### config.mk
export PLATFORM = sky130hd
export DESIGN_NAME = alu_seq
export DESIGN_NICKNAME = d
export VERILOG_FILES = /design/src/rtl/alu_seq.sv
export SDC_FILE = /design/constraint.sdc
export NUM_CORES = 1
export LEC_CHECK = 0
export ABC_AREA = 1
export BUFFER_PORTS_ARGS = -buffer_cell sky130_fd_sc_hd__buf_4
export CORE_MARGIN = 2
export CORE_UTILIZATION = 56
export CTS_CLUSTER_SIZE = 28
export DETAILED_ROUTE_END_ITERATION = 7
export GPL_ROUTABILITY_DRIVEN = 0
export GPL_TIMING_DRIVEN = 0
export PLACE_DENSITY = 0.78
export SLEW_MARGIN = 20
export SYNTH_ARGS = -nofsm -noshare
export SYNTH_HDL_FRONTEND = slang
export SYNTH_SLANG_ARGS = --single-unit
### constraint.sdc
create_clock -name clk -period 2.2 [get_ports clk]
set_clock_uncertainty 0.15 [all_clocks]
set_input_delay 0.11 -clock clk [delete_from_list [all_inputs] [get_ports clk]]
set_output_delay 0.11 -clock clk [all_outputs]
set_load 0.005 [all_outputs]
### src/rtl/alu_seq.sv
// Sequential ALU feeding the accumulator: single-cycle logic/arith ops plus an
// iterative shift-add multiply; done pulses once per accepted start.
module alu_seq #(
  parameter int SIZE = 8
) (
  input  logic            clk,
  input  logic            rstn,
  input  logic            start,
  input  logic [2:0]      op,
  input  logic [SIZE-1:0] a_val,
  input  logic [SIZE-1:0] b_val,
  output logic [SIZE-1:0] result,
  output logic            carry,
  output logic            zero,
  output logic            busy,
  output logic            done
);

  localparam int CW = (SIZE > 2) ? $clog2(SIZE) : 1;
  localparam logic [CW-1:0] LAST_ITER = CW'(SIZE - 1);

  typedef enum logic [2:0] {
    OP_ADD = 3'b000,
    OP_SUB = 3'b001,
    OP_AND = 3'b010,
    OP_OR  = 3'b011,
    OP_XOR = 3'b100,
    OP_SHL = 3'b101,
    OP_SHR = 3'b110,
    OP_MUL = 3'b111
  } op_e;

  typedef enum logic {
    IDLE,
    MUL
  } state_e;

  state_e state_q, state_d;

  // Multiply working registers; A is 2*SIZE wide so its shifted-out bits
  // still reach the upper half of the product for overflow detection.
  logic [2*SIZE-1:0] a_q;
  logic [SIZE-1:0]   b_q;
  logic [2*SIZE-1:0] prod_q;
  logic [CW-1:0]     cnt_q;

  logic [2*SIZE-1:0] mul_addend;
  logic [2*SIZE-1:0] prod_step;

  logic [SIZE:0]     sum_ext;
  logic [SIZE:0]     diff_ext;
  logic [SIZE-1:0]   alu_res;
  logic              alu_carry;

  logic              load_res;
  logic              mul_load;
  logic              mul_step;
  logic [SIZE-1:0]   res_d;
  logic              carry_d;

  assign sum_ext    = {1'b0, a_val} + {1'b0, b_val};
  assign diff_ext   = {1'b0, a_val} - {1'b0, b_val};
  assign mul_addend = b_q[0] ? a_q : '0;
  assign prod_step  = prod_q + mul_addend;
  assign busy       = (state_q == MUL);

  // NOTE: every variable written in an always_comb gets a default first;
  // a path that leaves one unassigned would infer a latch.
  always_comb begin
    alu_res   = '0;
    alu_carry = 1'b0;
    case (op_e'(op))
      OP_ADD: begin
        alu_res   = sum_ext[SIZE-1:0];
        alu_carry = sum_ext[SIZE];
      end
      OP_SUB: begin
        alu_res   = diff_ext[SIZE-1:0];
        alu_carry = diff_ext[SIZE];
      end
      OP_AND: alu_res = a_val & b_val;
      OP_OR:  alu_res = a_val | b_val;
      OP_XOR: alu_res = a_val ^ b_val;
      OP_SHL: begin
        alu_res   = {a_val[SIZE-2:0], 1'b0};
        alu_carry = a_val[SIZE-1];
      end
      OP_SHR: begin
        alu_res   = {1'b0, a_val[SIZE-1:1]};
        alu_carry = a_val[0];
      end
      default: begin
        alu_res   = '0;
        alu_carry = 1'b0;
      end
    endcase
  end

  always_comb begin
    state_d  = state_q;
    load_res = 1'b0;
    mul_load = 1'b0;
    mul_step = 1'b0;
    res_d    = alu_res;
    carry_d  = alu_carry;
    case (state_q)
      IDLE: begin
        if (start) begin
          if (op_e'(op) == OP_MUL) begin
            mul_load = 1'b1;
            state_d  = MUL;
          end else begin
            load_res = 1'b1;
          end
        end
      end
      MUL: begin
        mul_step = 1'b1;
        if (cnt_q == LAST_ITER) begin
          load_res = 1'b1;
          res_d    = prod_step[SIZE-1:0];
          carry_d  = |prod_step[2*SIZE-1:SIZE];
          state_d  = IDLE;
        end
      end
      default: state_d = IDLE;
    endcase
  end

  // NOTE: sequential state uses non-blocking assignments so every register
  // samples the pre-edge values regardless of statement order.
  always_ff @(posedge clk or negedge rstn) begin
    if (!rstn) state_q <= IDLE;
    else       state_q <= state_d;
  end

  always_ff @(posedge clk or negedge rstn) begin
    if (!rstn) begin
      a_q    <= '0;
      b_q    <= '0;
      prod_q <= '0;
      cnt_q  <= '0;
      result <= '0;
      carry  <= 1'b0;
      zero   <= 1'b0;
      done   <= 1'b0;
    end else begin
      done <= load_res;
      if (load_res) begin
        result <= res_d;
        carry  <= carry_d;
        // zero follows the value being registered into result, not any
        // partial product seen during iteration.
        zero   <= (res_d == '0);
      end
      if (mul_load) begin
        a_q    <= {{SIZE{1'b0}}, a_val};
        b_q    <= b_val;
        prod_q <= '0;
        cnt_q  <= '0;
      end else if (mul_step) begin
        prod_q <= prod_step;
        a_q    <= a_q << 1;
        b_q    <= b_q >> 1;
        cnt_q  <= cnt_q + CW'(1);
      end
    end
  end

endmodule

# --- After elaboration in Yosys (flattened, before gate mapping) ---
# Index checks and enable logic that the tools add are counted.
totals:
  register_bits: 55
  wordCells: 54
op_classes:
  n_addsub: 4
  n_eq_ne: 8
  n_mux: 25
  bitwise: 4
  reduce_logical: 4
ops:
  columns: ["cell", "n"]
  rows:
  - ["16-bit two-way mux", 5]
  - ["8-bit one-hot mux with 7 select lines", 1]
  - ["8-bit two-way mux", 4]
  - ["16-bit adder", 1]
  - ["3-bit equality test (second input constant)", 5]
  - ["1-bit two-way mux", 10]
  - ["8-bit by 8-bit adder with 9-bit output", 1]
  - ["8-bit by 8-bit subtractor with 9-bit output", 1]
  - ["8-bit bitwise AND", 1]
  - ["8-bit logical NOT", 1]
  - ["8-bit OR", 1]
  - ["8-bit OR reduction", 1]
  - ["8-bit XOR", 1]
  - ["3-bit by 2-bit equality test with 1-bit output (second input constant)", 2]
  - ["3-bit two-way mux", 2]
  - ["1-bit one-hot mux with 2 select lines", 2]
  - ["1-bit one-hot mux with 4 select lines", 1]
  - ["3-bit by 1-bit adder with 3-bit output (second input constant)", 1]
  - ["3-bit by 1-bit equality test with 1-bit output (second input constant)", 1]
  - ["3-bit logical NOT", 1]
  - ["2-bit nonzero test", 1]
  - ["1-bit NOT", 1]

# --- Logic depth before layout (Yosys ltp) ---
# Gate-level depths: netlist (run 1).
logic_depth:
  word_depth: 5
  mapped_depth: 20

# --- Worst setup path before layout (run 1) ---
# OpenSTA, ideal clock, no wires.
synth_path:
  path_type: "flip-flop to flip-flop"
  startpoint: "reg b_q[0]"
  endpoint: "reg carry"
  setup_ps: 119
  arrival_ps: 2104
  required_time_ps: 1931
  path_slack_ps: -173
  path_stages_with_launch: 19
  path_buffers: 1
  period_less_slack_ps: 2373
  cell_sequence: "dfrtp_1 -> clkbuf_1 -> nand2_1 -> inv_1 -> ha_1 -> inv_1 -> fa_1 -> o21ai_2 -> nand2_1 -> nand2_1 -> nand3b_1 -> nand2_1 -> nand2_1 -> nand2_1 -> nand2_1 -> nor2_1 -> nand2_1 -> nand2_1 -> nand2_1"
synth_via:
  elab_chain_len: 5
synth_rtl:
  columns: ["element", "line_no", "text"]
  rows:
  - ["start: declaration", "43", "logic [SIZE-1:0] b_q;"]
  - ["start signal: assignment", "158", "b_q <= b_val;"]
  - ["start signal: assignment", "164", "b_q <= b_q >> 1;"]
  - ["16-bit two-way mux", "63", "assign mul_addend = b_q[0] ? a_q : '0;"]
  - ["16-bit adder", "64", "assign prod_step = prod_q + mul_addend;"]
  - ["8-bit OR reduction", "122", "carry_d = |prod_step[2*SIZE-1:SIZE];"]
  - ["1-bit two-way mux", "119", "if (cnt_q == LAST_ITER) begin"]
  - ["1-bit two-way mux", "106", "case (state_q)"]
  - ["end signal: assignment", "151", "carry <= carry_d;"]
  - ["end: declaration", "13", "output logic carry,"]
# Every way passes these cells.
# A chain may end at the register's enable or synchronous reset.

# --- Worst setup path in the final report (run 1) ---
layout_path:
  startpoint: "reg b_q[0]"
  endpoint: "reg zero"
layout_via:
  elab_chain_len: 5
layout_rtl:
  columns: ["element", "line_no", "text"]
  rows:
  - ["16-bit two-way mux", "63", null]
  - ["16-bit adder", "64", null]
  - ["8-bit two-way mux", "119", null]
  - ["8-bit two-way mux", "106", null]
  - ["8-bit logical NOT", "154", "zero <= (res_d == '0);"]
  - ["end signal: assignment", "154", null]
  - ["end: declaration", "14", "output logic zero,"]
# Every way passes these cells.

==> impl_metrics.yaml, run 1 <==
grt:
  antenna_found_initial: 0
  grt_pass1_wl_um: 21200
  grt.total_usage_pct: 30.3
  grt_pass1_vias: 4461
  grt_max_degree: 56
  grt_overflow: 0
hold_path:
  hp-class: "primary input to register"
  whs_path_depth: 3
routing:
  drc: 0
  wire_per_inst_um: 15.9
  routed-via-count: 4804
  wirelength_um: 13200
  drtPass1Iterations: 6
  drtAntennaViolNets: 0
  via_per_inst: 5.79
  drtIter0Drc: 346
floorplanning:
  pin_count: 34
  core_area_um2: 7770
  core.rowCount: 32
  die_x_um: 94.0
  initial_core_util_pct: 58.4
  die_area_um2: 8830
  die_y_um: 94.0
sta:
  finalHoldViolations: 0
  rsz0062_at_grt: "true"
  min_period_ns: 2.51
  setup_ws_ns: -0.315
  post-route-period-util_pct: 114
  whs_ns: 0.0116
  maxSlewViolCount: 0
  slew_headroom_pct: 53.0
  setup_viol: 10
  finalSetupTns_ns: -1.47
  tightest_slew_ns: 0.705
  max_clock_freq_mhz: 398
yosys:
  yosys.cell_types.count: 36
  async_flop_share_pct: 100
  synth_cells: 656
  avgSynthCellArea_um2: 6.91
  synth-main-ff-cell: "dfrtp_1"
  synth_seq_cells: 55
  syn_area_um2: 4530
  synth_warnings: 0
  synth_fp_nets: 722
  synth_enable_flop_cells: 0
  seq_area_frac_synth_pct: 30.4
placed_design:
  hpwl_um: 9280
  portBuffers: 32
  placed_area_um2: 4950
  place_ws_ns: -0.375
outcome:
  violations: "negative setup slack"
  status: "finished with violations"
clocking:
  clk_path_buf_depth: 2
  worst_skew_pair.late_latency_ns: 0.32
  cts_root_buf: "clkbuf_8"
  cts_tree: "built"
  cts_made_buffers: 5
  h-tree-depth: 2
  cts.sinks: 55
  clk_pin_slew_worst_paths_ns: 0.11
final_layout:
  area_growth_pct: 26.3
  fin_area_um2: 5720
  diodes: 0
  final_nets: 792
  fillCellCount: 579
  drive_gt1_share_pct: 22.4
setup_path:
  worstPathRequired_ns: 2.31
  startpoint_type: "register"
  crit_path_max_fanout: 8
  endpoint_kind: "register"
  critical_path_arrival_ns: 2.63
  r2r_cells: 16
  path_class: "register to register"
power:
  finalPower_mw: 4.86
  vdd_drop_max_mv: 0.585
  p_leak_nw: 2.95
  power.density_nw_per_um2: 849
job:
  cap_viol_max_count: 0
sequential cells by signal, indices dropped and copies added (netlist names):
signal / cells
a_q: 16
prod_q: 16
b_q: 8
result: 8
cnt_q: 3
busy: 1
carry: 1
done: 1
zero: 1
power by group:
group	switching [mW]	total (mW)	leakage [nW]	internal, mW
registers	0.255	1.65	0.727	1.39
clock network	0.398	0.641	0.0519	0.243
logic	1.49	2.57	2.17	1.08
final cells by class:
class	count	area [um2]	area share [%]
buffer	21	143	2.49
clock buffer	5	68.8	1.20
clock inverter	3	33.8	0.590
inverter	112	423	7.39
multi-input combinational	468	3030	52.9
sequential	55	1380	24.0
tap	102	128	2.23
timing repair buffer	63	526	9.18
metal layers:
layer | track usage (%) | vias up | part of all wire (%)
li1 | - | 2275 | -
met1 | 41.6 | 2221 | 43
met2 | 48.7 | 254 | 45
met3 | 5.54 | 54 | 8.2
met4 | 8.94 | 0 | 4.2
met5 | 0 | - | 0
critical path, stage by stage (launching register included):
cell       delay, ns
dfrtp_1         0.40
buf_8           0.15
clkbuf_16       0.15
nand2_2         0.06
inv_2           0.04
ha_4            0.31
nand2_4         0.07
o21ai_4         0.19
nand2_2         0.09
nand2_2         0.08
buf_4           0.11
buf_6           0.10
xor2_4          0.21
nor2_2          0.06
a21oi_2         0.12
nand4_1         0.10
nand2_1         0.07
layout by cell type (no fill, tap or decap), drive strengths merged:
master,instances
a21boi,1
a21o,1
a21oi,28
a22o,5
a31oi,4
a32o,1
and2,1
buf,64
clkbuf,11
clkinv,2
dfrtp,55
dlygate4sd3,14
fa,3
ha,41
inv,113
nand2,176
nand3,54
nand3b,2
nand4,19
nor2,54
nor3,5
o211ai,1
o21a,1
o21ai,30
o21bai,3
o221ai,14
o22ai,14
or2,2
xnor2,3
xor2,5
repair_timing:
action                                 4_1_cts  5_1_grt
setup buffers                                9        7
setup endpoints to repair                   15       19
pin swaps                                   21       26
hold buffers                                14        0
gates resized for setup                     48       47
endpoints found under the hold margin       68        0
cloned                                       1        0
cell usage after synthesis (4+ instances only):
cell / number / area (um2)
a21oi_1: 26 / 130
buf_2: 10 / 50.1
xor2_1: 5 / 43.8
o22ai_1: 14 / 87.6
nor3_1: 4 / 20.0
nand4_1: 19 / 119
dfrtp_1: 55 / 1380
nor2_1: 52 / 195
nand2_1: 176 / 661
o21ai_0: 28 / 140
o221ai_1: 14 / 123
a31oi_1: 4 / 25.0
clkbuf_1: 6 / 22.5
nand3_1: 51 / 255
inv_1: 103 / 387
ha_1: 41 / 513
a22o_1: 5 / 43.8
inv_2: 8 / 30.0
buf_4: 5 / 37.5
path summary, 6_finish.rpt:
kind	endpoint	from	slack, ns
worst max-delay path	zero	b_q[0]	-0.31
min in group asynchronous	prod_q[12]	rstn	0.20
worst min-delay path	b_q[0]	b_val[0]	0.01
max in group asynchronous	b_q[7]	rstn	1.22
worst max register to register	zero	b_q[0]	-0.31
worst min register to register	zero	zero	0.35
cell families after synthesis:
logic type / synth area share [%]
flip-flops: 30.4
AO/OA/AOI/OAI: 14.3
AND/OR/NAND/NOR: 29.5
adder cells (fa/ha/maj): 12.6
XOR/XNOR: 1.55
buffers and inverters: 11.7
metrics by stage:
step	std cells	util, %
floorplan	656	-
global placement	790	63.7
detailed placement	790	63.7
CTS	822	70.8
global route	829	73.7
finish	829	73.7
No activity file was read; power rests on OpenSTA's default activity.
==> run 2: changes to the inputs <==
CORE_MARGIN = 3   (was 2)
CORE_UTILIZATION = 61   (was 56)
HOLD_SLACK_MARGIN = 0.15   (was default)
PLACE_DENSITY = 0.81   (was 0.78)
clock period = 2.6 ns   (was 2.2 ns; I/O delays follow)
==> run 2 against run 1 <==
The run now ends clean. Utilization rose by 2.6 points. Sequential cell count stayed put. Global-route usage fell by 0.62 points. Clock power fell by 27%. First-iteration DRC count grew 7.5%. Die area shrank 3.7%. Non-clock buffer count fell by 10. Count of clock-buffer cells in the layout up 1. Highest routed layer unchanged.
==> impl_metrics.yaml, run 2 (synthesized netlist as in run 1, its figures left out) <==
sta:
  setup_ws_ns: 0.0323
  post-route-period-util_pct: 98.8
  whs_ns: 0.234
  maxSlewViolCount: 0
  min_period_ns: 2.57
  rsz0062_at_grt: "true"
  max_clock_freq_mhz: 389
  tightest_slew_ns: 0.692
  finalHoldViolations: 0
  setup_viol: 0
  slew_headroom_pct: 53.9
clocking:
  worst_skew_pair.late_latency_ns: 0.31
  cts_root_buf: "clkbuf_8"
  clk_pin_slew_worst_paths_ns: 0.10
  cts_tree: "built"
  cts.sinks: 55
  cts_made_buffers: 5
  clk_path_buf_depth: 2
  h-tree-depth: 2
grt:
  antenna_found_initial: 0
  grt.total_usage_pct: 29.6
  grt_overflow: 0
  grt_max_degree: 56
  grt_pass1_vias: 4223
  grt_pass1_wl_um: 20200
routing:
  drtPass1Iterations: 5
  routed-via-count: 4671
  via_per_inst: 5.75
  drc: 0
  drtAntennaViolNets: 0
  wirelength_um: 12600
  wire_per_inst_um: 15.5
  drtIter0Drc: 372
floorplanning:
  die_y_um: 92.2
  pin_count: 34
  initial_core_util_pct: 64.9
  die_area_um2: 8500
  core_area_um2: 6980
  core.rowCount: 30
  die_x_um: 92.2
final_layout:
  regArea_um2: 1380
  instances_no_fill: 813
  area_growth_pct: 17.6
  fillCellCount: 547
  fin_area_um2: 5330
  layout_common_cells: "nand2_1, inv_1, dfrtp_1"
  drive_gt1_share_pct: 15.1
  diodes: 0
  largestRegisters: "a_q x16, prod_q x16"
  layout_commonest_cell: "nand2_1"
  multi_input_area_um2: 2770
  final_nets: 782
setup_path:
  worstPathRequired_ns: 2.65
  crit_path_max_fanout: 8
  startpoint_type: "register"
  r2r_cells: 17
  timing.rr.end: "carry"
  endpoint_kind: "register"
  critical_path_arrival_ns: 2.62
  path_class: "register to register"
  setup.worst_path.start: "b_q[0]"
  r2r-start: "b_q[0]"
  r2r_slack_ns: 0.03
power:
  power.density_nw_per_um2: 696
  p_leak_nw: 2.82
  finalPower_mw: 3.71
  vdd_drop_max_mv: 0.572
outcome:
  status: "complete, no violations"
placed_design:
  dpl.cell_count: 784
  place_ws_ns: -0.238
  portBuffers: 32
  placed_area_um2: 4890
  hpwl_um: 9540
job:
  cap_viol_max_count: 0
hold_path:
  whs_path_depth: 5
  min_from: "start"
  hp-class: "primary input to register"
  hold-path-endpoint: "b_q[1]"
## run 2: power breakdown
| part | switching, mW | internal, mW |
|---|---|---|
| Sequential | 0.198 | 1.18 |
| Clock | 0.278 | 0.189 |
| Combinational | 1.13 | 0.736 |
## run 2: cell type report
cell class	count	share of cell area [%]
Buffer	20	2.07
Multi-Input combinational cell	468	51.9
Inverter	112	7.89
Timing Repair Buffer	54	8.40
Clock inverter	2	0.235
Clock buffer	6	1.36
Tap cell	96	2.25
Sequential cell	55	25.8
## run 2: timing repair
item | 4_1_cts | 5_1_grt
gates resized for setup | 4 | 34
pin swaps | 1 | 9
setup buffers | 1 | 4
hold endpoints to repair | 71 | 0
gates cloned | 0 | 0
endpoints found under the setup margin | 9 | 6
hold buffers | 17 | 0
## run 2: critical path, cell delays in order (launching register included)
cell and delay [ns]:
dfrtp_2 0.45, nand2_2 0.09, inv_2 0.07, ha_4 0.12, inv_2 0.04, fa_2 0.41, o21ai_2 0.21, nand2_2 0.10
nand2_2 0.10, nand3b_1 0.13, nand2_1 0.08, nand2_1 0.04, nand2_1 0.07, nand2_1 0.08, nor2_1 0.12, nand2_1 0.10
nand2_1 0.07, nand2_1 0.04
## run 2: how the worst max path moves through the flow
| stage | end | slack (ns) | cells after the start |
|---|---|---|---|
| after floorplan | carry | 0.23 | 18 |
| after global placement | carry | -0.22 | 15 |
| after detailed placement | carry | -0.24 | 17 |
| after CTS | carry | 0.02 | 17 |
| after global routing | carry | -0.08 | 17 |
| final | carry | 0.03 | 17 |
## run 2: per-stage QoR
stage / setup TNS (ns) / util, %
floorplan: 0 / -
global placement: -0.764 / 70.1
detailed placement: -0.959 / 70.1
CTS: 0 / 73.9
global route: -0.0888 / 76.3
finish: 0 / 76.3
## run 2: layer usage
layer / vias up / track usage (%) / share of wire [%] / routed length, um
met5: - / 0 / 0 / 0
met4: 0 / 5.57 / 1.5 / 191
met3: 18 / 5.66 / 9.5 / 1200
met2: 230 / 47.2 / 45 / 5730
met1: 2166 / 42.4 / 44 / 5520
li1: 2257 / - / - / -
